**src/rtl/mips_ctrl_pkg.sv**
```systemverilog
// mips_ctrl_pkg: opcodes, FSM states and datapath select encodings for the multicycle MIPS control
package mips_ctrl_pkg;
    localparam logic [5:0] OP_RTYPE = 6'b000000;
    localparam logic [5:0] OP_LW    = 6'b100011;
    localparam logic [5:0] OP_SW    = 6'b101011;
    localparam logic [5:0] OP_BEQ   = 6'b000100;
    localparam logic [5:0] OP_J     = 6'b000010;
    localparam logic [5:0] OP_ADDI  = 6'b001000;

    typedef enum logic [3:0] {
        S_IDLE, S_FETCH, S_DECODE, S_MEMADR, S_MEMRD, S_MEMWB, S_MEMWR,
        S_RTYPE_EX, S_RTYPE_WB, S_BEQ, S_JUMP, S_ADDI_EX, S_ADDI_WB
    } state_t;

    typedef enum logic [1:0] {PCS_ALU = 2'b00, PCS_ALUOUT = 2'b01, PCS_JUMP = 2'b10} pcsrc_t;
    typedef enum logic [1:0] {SRCB_REG = 2'b00, SRCB_FOUR = 2'b01, SRCB_IMM = 2'b10, SRCB_IMM_SL2 = 2'b11} srcb_t;
    typedef enum logic [1:0] {ALUOP_ADD = 2'b00, ALUOP_SUB = 2'b01, ALUOP_FUNCT = 2'b10} aluop_t;
endpackage

```
**src/rtl/mips_mc_control_if.sv**
```systemverilog
// mips_mc_control_if: control-to-datapath bundle; master is the controller, slave is the datapath
interface mips_mc_control_if;
    logic [5:0] opcode;
    logic       zero, mem_ready;
    logic       pcwrite, pcwritecond, iord, memread, memwrite, memtoreg, irwrite, alusrca, regwrite, regdst;
    logic [1:0] pcsource, alusrcb;
    logic       aluop1, aluop0, pc_en, illegal_op;
    modport master (
        input  opcode, zero, mem_ready,
        output pcwrite, pcwritecond, iord, memread, memwrite, memtoreg, irwrite, alusrca, regwrite, regdst,
        output pcsource, alusrcb, aluop1, aluop0, pc_en, illegal_op
    );
    modport slave (
        output opcode, zero, mem_ready,
        input  pcwrite, pcwritecond, iord, memread, memwrite, memtoreg, irwrite, alusrca, regwrite, regdst,
        input  pcsource, alusrcb, aluop1, aluop0, pc_en, illegal_op
    );
endinterface

```
**src/rtl/mips_ctrl_outdec.sv**
```systemverilog
// mips_ctrl_outdec: state-to-strobe decode; only the FETCH write strobes look at memory readiness
module mips_ctrl_outdec
    import mips_ctrl_pkg::*;
(
    input  state_t     st,
    input  logic       rdy,
    output logic       pcwrite, pcwritecond, iord, memread, memwrite, memtoreg, irwrite, alusrca, regwrite, regdst,
    output logic [1:0] pcsource, alusrcb, aluop
);
    // decode datapath controls from the current state
    always_comb begin
        pcwrite = 1'b0; pcwritecond = 1'b0; iord = 1'b0; memread = 1'b0; memwrite = 1'b0;
        memtoreg = 1'b0; irwrite = 1'b0; alusrca = 1'b0; regwrite = 1'b0; regdst = 1'b0;
        pcsource = PCS_ALU; alusrcb = SRCB_REG; aluop = ALUOP_ADD;
        case (st)
            S_FETCH:    begin memread = 1'b1; alusrcb = SRCB_FOUR; irwrite = rdy; pcwrite = rdy; end
            S_DECODE:   alusrcb = SRCB_IMM_SL2;
            S_MEMADR:   begin alusrca = 1'b1; alusrcb = SRCB_IMM; end
            S_MEMRD:    begin memread = 1'b1; iord = 1'b1; end
            S_MEMWB:    begin regwrite = 1'b1; memtoreg = 1'b1; end
            S_MEMWR:    begin memwrite = 1'b1; iord = 1'b1; end
            S_RTYPE_EX: begin alusrca = 1'b1; aluop = ALUOP_FUNCT; end
            S_RTYPE_WB: begin regdst = 1'b1; regwrite = 1'b1; end
            S_BEQ:      begin alusrca = 1'b1; aluop = ALUOP_SUB; pcwritecond = 1'b1; pcsource = PCS_ALUOUT; end
            S_JUMP:     begin pcwrite = 1'b1; pcsource = PCS_JUMP; end
            S_ADDI_EX:  begin alusrca = 1'b1; alusrcb = SRCB_IMM; end
            S_ADDI_WB:  regwrite = 1'b1;
            default:    ;
        endcase
    end
endmodule

```
**src/rtl/mips_mc_control.sv**
```systemverilog
// mips_mc_control: multicycle MIPS control FSM with optional memory wait handshake
module mips_mc_control
    import mips_ctrl_pkg::*;
#(
    parameter bit WAIT_MEM = 1'b1
)(
    input  logic               clk,
    input  logic               rst_n,
    mips_mc_control_if.master  bus
);
    state_t     state, state_nx;
    logic       rdy, illegal, illegal_set;
    logic [1:0] aluop;

    assign rdy = !WAIT_MEM || bus.mem_ready;

    // next state; opcode only matters in DECODE and MEMADR
    always_comb begin
        state_nx = S_FETCH;
        illegal_set = 1'b0;
        case (state)
            S_IDLE:     state_nx = S_FETCH;
            S_FETCH:    state_nx = rdy ? S_DECODE : S_FETCH;
            S_DECODE:
                case (bus.opcode)
                    OP_LW, OP_SW: state_nx = S_MEMADR;
                    OP_RTYPE:     state_nx = S_RTYPE_EX;
                    OP_BEQ:       state_nx = S_BEQ;
                    OP_J:         state_nx = S_JUMP;
                    OP_ADDI:      state_nx = S_ADDI_EX;
                    default:      illegal_set = 1'b1;
                endcase
            S_MEMADR:   state_nx = (bus.opcode == OP_SW) ? S_MEMWR : S_MEMRD;
            S_MEMRD:    state_nx = rdy ? S_MEMWB : S_MEMRD;
            S_MEMWR:    state_nx = rdy ? S_FETCH : S_MEMWR;
            S_RTYPE_EX: state_nx = S_RTYPE_WB;
            S_ADDI_EX:  state_nx = S_ADDI_WB;
            default:    state_nx = S_FETCH;
        endcase
    end

    // state register and sticky illegal-opcode flag, both cleared only by reset
    always_ff @(posedge clk or negedge rst_n) begin
        if (!rst_n) begin
            state   <= S_IDLE;
            illegal <= 1'b0;
        end else begin
            state   <= state_nx;
            illegal <= illegal | illegal_set;
        end
    end

    mips_ctrl_outdec u_outdec (
        .st(state), .rdy(rdy),
        .pcwrite(bus.pcwrite), .pcwritecond(bus.pcwritecond), .iord(bus.iord), .memread(bus.memread),
        .memwrite(bus.memwrite), .memtoreg(bus.memtoreg), .irwrite(bus.irwrite), .alusrca(bus.alusrca),
        .regwrite(bus.regwrite), .regdst(bus.regdst), .pcsource(bus.pcsource), .alusrcb(bus.alusrcb),
        .aluop(aluop)
    );

    assign {bus.aluop1, bus.aluop0} = aluop;
    assign bus.pc_en = bus.pcwrite | (bus.pcwritecond & bus.zero);
    assign bus.illegal_op = illegal;
endmodule

```
**src/flat_wrapper.sv**
```systemverilog
// flat-port wrapper written by rule: the top's interface ports become plain ports
module mips_mc_control_flat import mips_ctrl_pkg::*;
#(
    parameter bit WAIT_MEM = 1'b1
)
  (clk, rst_n, bus_opcode, bus_zero, bus_mem_ready, bus_pcwrite, bus_pcwritecond, bus_iord, bus_memread, bus_memwrite, bus_memtoreg, bus_irwrite, bus_alusrca, bus_regwrite, bus_regdst, bus_pcsource, bus_alusrcb, bus_aluop1, bus_aluop0, bus_pc_en, bus_illegal_op);
  mips_mc_control_if bus_i ();
  input  logic clk;
  input  logic rst_n;
  input wire logic [$bits(bus_i.opcode)-1:0] bus_opcode;
  input wire logic [$bits(bus_i.zero)-1:0] bus_zero;
  input wire logic [$bits(bus_i.mem_ready)-1:0] bus_mem_ready;
  output wire logic [$bits(bus_i.pcwrite)-1:0] bus_pcwrite;
  output wire logic [$bits(bus_i.pcwritecond)-1:0] bus_pcwritecond;
  output wire logic [$bits(bus_i.iord)-1:0] bus_iord;
  output wire logic [$bits(bus_i.memread)-1:0] bus_memread;
  output wire logic [$bits(bus_i.memwrite)-1:0] bus_memwrite;
  output wire logic [$bits(bus_i.memtoreg)-1:0] bus_memtoreg;
  output wire logic [$bits(bus_i.irwrite)-1:0] bus_irwrite;
  output wire logic [$bits(bus_i.alusrca)-1:0] bus_alusrca;
  output wire logic [$bits(bus_i.regwrite)-1:0] bus_regwrite;
  output wire logic [$bits(bus_i.regdst)-1:0] bus_regdst;
  output wire logic [$bits(bus_i.pcsource)-1:0] bus_pcsource;
  output wire logic [$bits(bus_i.alusrcb)-1:0] bus_alusrcb;
  output wire logic [$bits(bus_i.aluop1)-1:0] bus_aluop1;
  output wire logic [$bits(bus_i.aluop0)-1:0] bus_aluop0;
  output wire logic [$bits(bus_i.pc_en)-1:0] bus_pc_en;
  output wire logic [$bits(bus_i.illegal_op)-1:0] bus_illegal_op;
  assign bus_i.opcode = bus_opcode;
  assign bus_i.zero = bus_zero;
  assign bus_i.mem_ready = bus_mem_ready;
  assign bus_pcwrite = bus_i.pcwrite;
  assign bus_pcwritecond = bus_i.pcwritecond;
  assign bus_iord = bus_i.iord;
  assign bus_memread = bus_i.memread;
  assign bus_memwrite = bus_i.memwrite;
  assign bus_memtoreg = bus_i.memtoreg;
  assign bus_irwrite = bus_i.irwrite;
  assign bus_alusrca = bus_i.alusrca;
  assign bus_regwrite = bus_i.regwrite;
  assign bus_regdst = bus_i.regdst;
  assign bus_pcsource = bus_i.pcsource;
  assign bus_alusrcb = bus_i.alusrcb;
  assign bus_aluop1 = bus_i.aluop1;
  assign bus_aluop0 = bus_i.aluop0;
  assign bus_pc_en = bus_i.pc_en;
  assign bus_illegal_op = bus_i.illegal_op;
  mips_mc_control #(.WAIT_MEM(WAIT_MEM)) u_core (.clk(clk), .rst_n(rst_n), .bus(bus_i));
endmodule
```
**config.mk**
```make
export PLATFORM = sky130hd
export DESIGN_NAME = mips_mc_control_flat
export DESIGN_NICKNAME = d
export VERILOG_FILES = /design/src/rtl/mips_ctrl_pkg.sv /design/src/rtl/mips_mc_control_if.sv /design/src/rtl/mips_ctrl_outdec.sv /design/src/rtl/mips_mc_control.sv /design/src/flat_wrapper.sv
export SDC_FILE = /design/constraint.sdc
export NUM_CORES = 1
export LEC_CHECK = 0
export BUFFER_PORTS_ARGS = -buffer_cell sky130_fd_sc_hd__buf_2
export CAP_MARGIN = 10
export CORE_AREA = 2 2 39 41
export CTS_CLUSTER_DIAMETER = 200
export DETAILED_ROUTE_END_ITERATION = 16
export DIE_AREA = 0 0 41 43
export PLACE_DENSITY = 0.74
export SETUP_SLACK_MARGIN = 0.15
export SLEW_MARGIN = 10
export SYNTH_ARGS = -nofsm -noshare
export SYNTH_HDL_FRONTEND = slang
export SYNTH_SLANG_ARGS = --single-unit
```
**constraint.sdc**
```tcl
create_clock -name clk -period 4.2 [get_ports clk]
set_clock_uncertainty 0.2 [all_clocks]
set_input_delay 0.63 -clock clk [delete_from_list [all_inputs] [get_ports clk]]
set_output_delay 0.63 -clock clk [all_outputs]
set_load 0.005 [all_outputs]
```
==> results.yml <==
clock_tree:
  cts-root-buf: "clkbuf_4"
  clk_path_buf_depth: 2
  insertion_delay_ns: 0.23
  clock_sinks: 5
  clk_pin_slew_ns: 0.04
  cts_resized: 0
  cts_buffers: 3
  h-tree-depth: 1
  post_cts_buffers: 0
  tritoncts: "done"
worst_setup_path:
  crit_fanout: 17
  crit_family: "flip-flops"
  critPathBufInv: 1
  setup.worst_path.class: "reg -> out"
  cp_data_arrival_time_ns: 1.65
  path_cells: "nand2b_4, mux2_2, nor2_4, a21o_1, buf_2"
  setup.worst_path.start_class: "register"
  endpoint_kind: "primary output"
  cpPeakStageDelay_ns: 0.66
  worstPathRequired_ns: 3.37
  crit_slowest_cell: "dfrtp_1"
global_route:
  grt_pass1_wl_um: 1807
  first_global_vias: 473
  globalRouteOverflowTotal: 0
  antenna_found_initial: 0
  grt_start_max_net_pins: 18
  grt_util_all_layers_pct: 14.96
timing:
  slew_headroom_pct: 65.36
  rsz0062_at_grt: "false"
  setup_tns_ns: 0
  finalCriticalPeriod_ns: 2.484
  period_share_pct: 59.14
  setup_slack_ns: 1.716
  finalSetupViolCount: 0
  worst_slew_pin_slew_ns: 0.5196
  clock.fmax_mhz: 402.6
  finalHoldViolCount: 0
  slew_violations: 0
yosys:
  yosys.area_share.adder_pct: 0
  ys_ff_latch: 5
  yosys.area_share.simple_pct: 38.29
  synth_top_family_by_area: "simple AND/OR/NAND/NOR gates"
  synth_mux_area_share_pct: 2.027
  yosysWarnings: 0
  synth-xor-area-share_pct: 3.153
  ys_types: 33
  synth_compound_gate_area_share_pct: 26.35
  synthCells: 69
  ys_seq_area_share_pct: 22.52
  syn_nets: 79
  synth_area_per_cell_sq_um: 8.051
  netlist_area_sq_um: 555.5
detailed_routing:
  drt_iter0_drc: 3
  drt-pass1-iter-count: 3
  vias_per_cell: 5.209
  wl_per_cell_um: 11.17
  ant_nets: 0
  drc: 0
  wl_um: 1229
  vias: 573
final_layout:
  final_common_cell: "buf_2"
  postLayoutCoreUtil_pct: 50.90
  antennaDiodeCount: 0
  area_delta_synth_final_pct: 26.80
  layout_common_cells: "buf_2, nor2_1, nand2b_1"
  post_route_cells_drive_above_1_share_pct: 39.36
  nNetsFinal: 105
die:
  core_area_sq_um: 1384
  num_rows: 14
  die_h_um: 43
  die_area_sq_um: 1763
  fp.dieW_um: 41
  start_util_pct: 40.14
  boundaryPins: 28
run_status:
  status: "completed"
place:
  portBuffers: 27
  gp_congestion: 0.7005
  dp_hpwl_um: 966.4
  dpl_worst_slack_ns: 1.956
power:
  power_frac_comb_pct: 56.8
  power.leakage_nw: 0.3322
  power_switching_mw: 0.1854
  seqPwrFrac_pct: 30.3
  switching_share_pct: 45.17
  p_int_mw: 0.2251
  total_power_mw: 0.4105
  power.density_nw_per_um2: 582.8
  peakVddDrop_mv: 0.2775
  power.share.clock_pct: 12.9
hold_path:
  worstHoldPathType: "reg -> reg"
job:
  maxCapViolations: 0
synth_stat cells:
library cell	n	area (sq um)
nor2_1	9	33.78
nand2b_1	7	43.79
dfrtp_1	5	125.1
nor3_1	5	25.02
a21oi_1	4	20.02
buf_2	4	20.02
buf_4	3	22.52
nand2_1	3	11.26
a21o_1	2	15.01
nand4_1	2	12.51
o21a_1	2	15.01
o22ai_1	2	12.51
a2111oi_2	1	15.01
a21boi_0	1	7.510
a21boi_1	1	7.510
a22oi_1	1	7.510
a41oi_1	1	8.760
and2_1	1	6.260
and3b_1	1	8.760
mux2_2	1	11.26
nand2b_4	1	13.76
nand3b_1	1	7.510
nand3b_2	1	11.26
nor2_4	1	11.26
nor2b_1	1	6.260
nor4b_2	1	15.01
o211ai_1	1	7.510
o21ai_0	1	5.000
o22a_1	1	8.760
o32ai_2	1	16.27
or2_0	1	6.260
xnor2_1	1	8.760
xor2_1	1	8.760
sequential cells by signal, indices dropped and copies added, names as in the netlist:
register and count:
u_core.state 4, u_core.bus.illegal_op 1
routing by layer:
metal	vias to the layer above	share of wire (%)	track usage [%]
met1	252	45	18.42
met2	21	48	24.06
met4	0	0	8.000
li1	300	-	-
met5	-	0	0
met3	0	7.2	1.571
what timing repair did:
item                                    CTS  global route
hold buffers                              1             0
endpoints found under the setup margin    0             0
endpoints found under the hold margin     5             0
power by group through the flow:
stage / sequential (mW) / clock [mW] / combinational, mW
3_5_place_dp: 0.125 / 0 / 0.235
6_report: 0.124 / 0.0531 / 0.233
5_1_grt: 0.131 / 0.0599 / 0.266
2_1_floorplan: 0.0827 / 0 / 0.208
3_3_place_gp: 0.124 / 0 / 0.233
4_1_cts: 0.124 / 0.0568 / 0.236
stage by stage:
step                      hold WS [ns]  instance area [sq um]  cells
final                           0.2598                  704.4    110
after floorplan                 0.1344                  555.5     69
after CTS                       0.2633                  704.4    110
after global routing            0.2987                  704.4    110
after global placement          0.2451                  668.1    105
after detailed placement        0.2453                  668.1    105
worst reg2reg max path, cell delays in order (launching register included):
cell     delay, ns
dfrtp_1       0.51
or2_0         0.41
nor4b_2       0.32
a21o_1        0.15
layout make-up:
cell class	instances	area [sq um]
Clock buffer	4	26.28
Multi-Input combinational cell	57	387.9
Tap cell	16	20.02
Fill cell	139	679.4
Timing Repair Buffer	28	145.1
Sequential cell	5	125.1
cells by family after synthesis:
| kind of cell | Yosys count |
|---|---|
| AOI/OAI and AO/OA | 19 |
| xor gates and xnor gates | 2 |
| buffers and inverters | 7 |
| DFF | 5 |
| muxes | 1 |
| and+or+nand+nor | 35 |
final timing paths:
check,start,end,slack (ns),cells after the start
setup / recovery,u_core.state[0],bus_pc_en,1.72,5
hold / removal,u_core.bus.illegal_op,u_core.bus.illegal_op,0.26,1
setup reg to reg,u_core.state[2],u_core.bus.illegal_op,2.56,3
hold reg to reg,u_core.bus.illegal_op,u_core.bus.illegal_op,0.26,1
max in group asynchronous,rst_n,u_core.state[3],3.14,2
min in group asynchronous,rst_n,u_core.state[0],0.54,2
(Power assumes the default switching activity.)
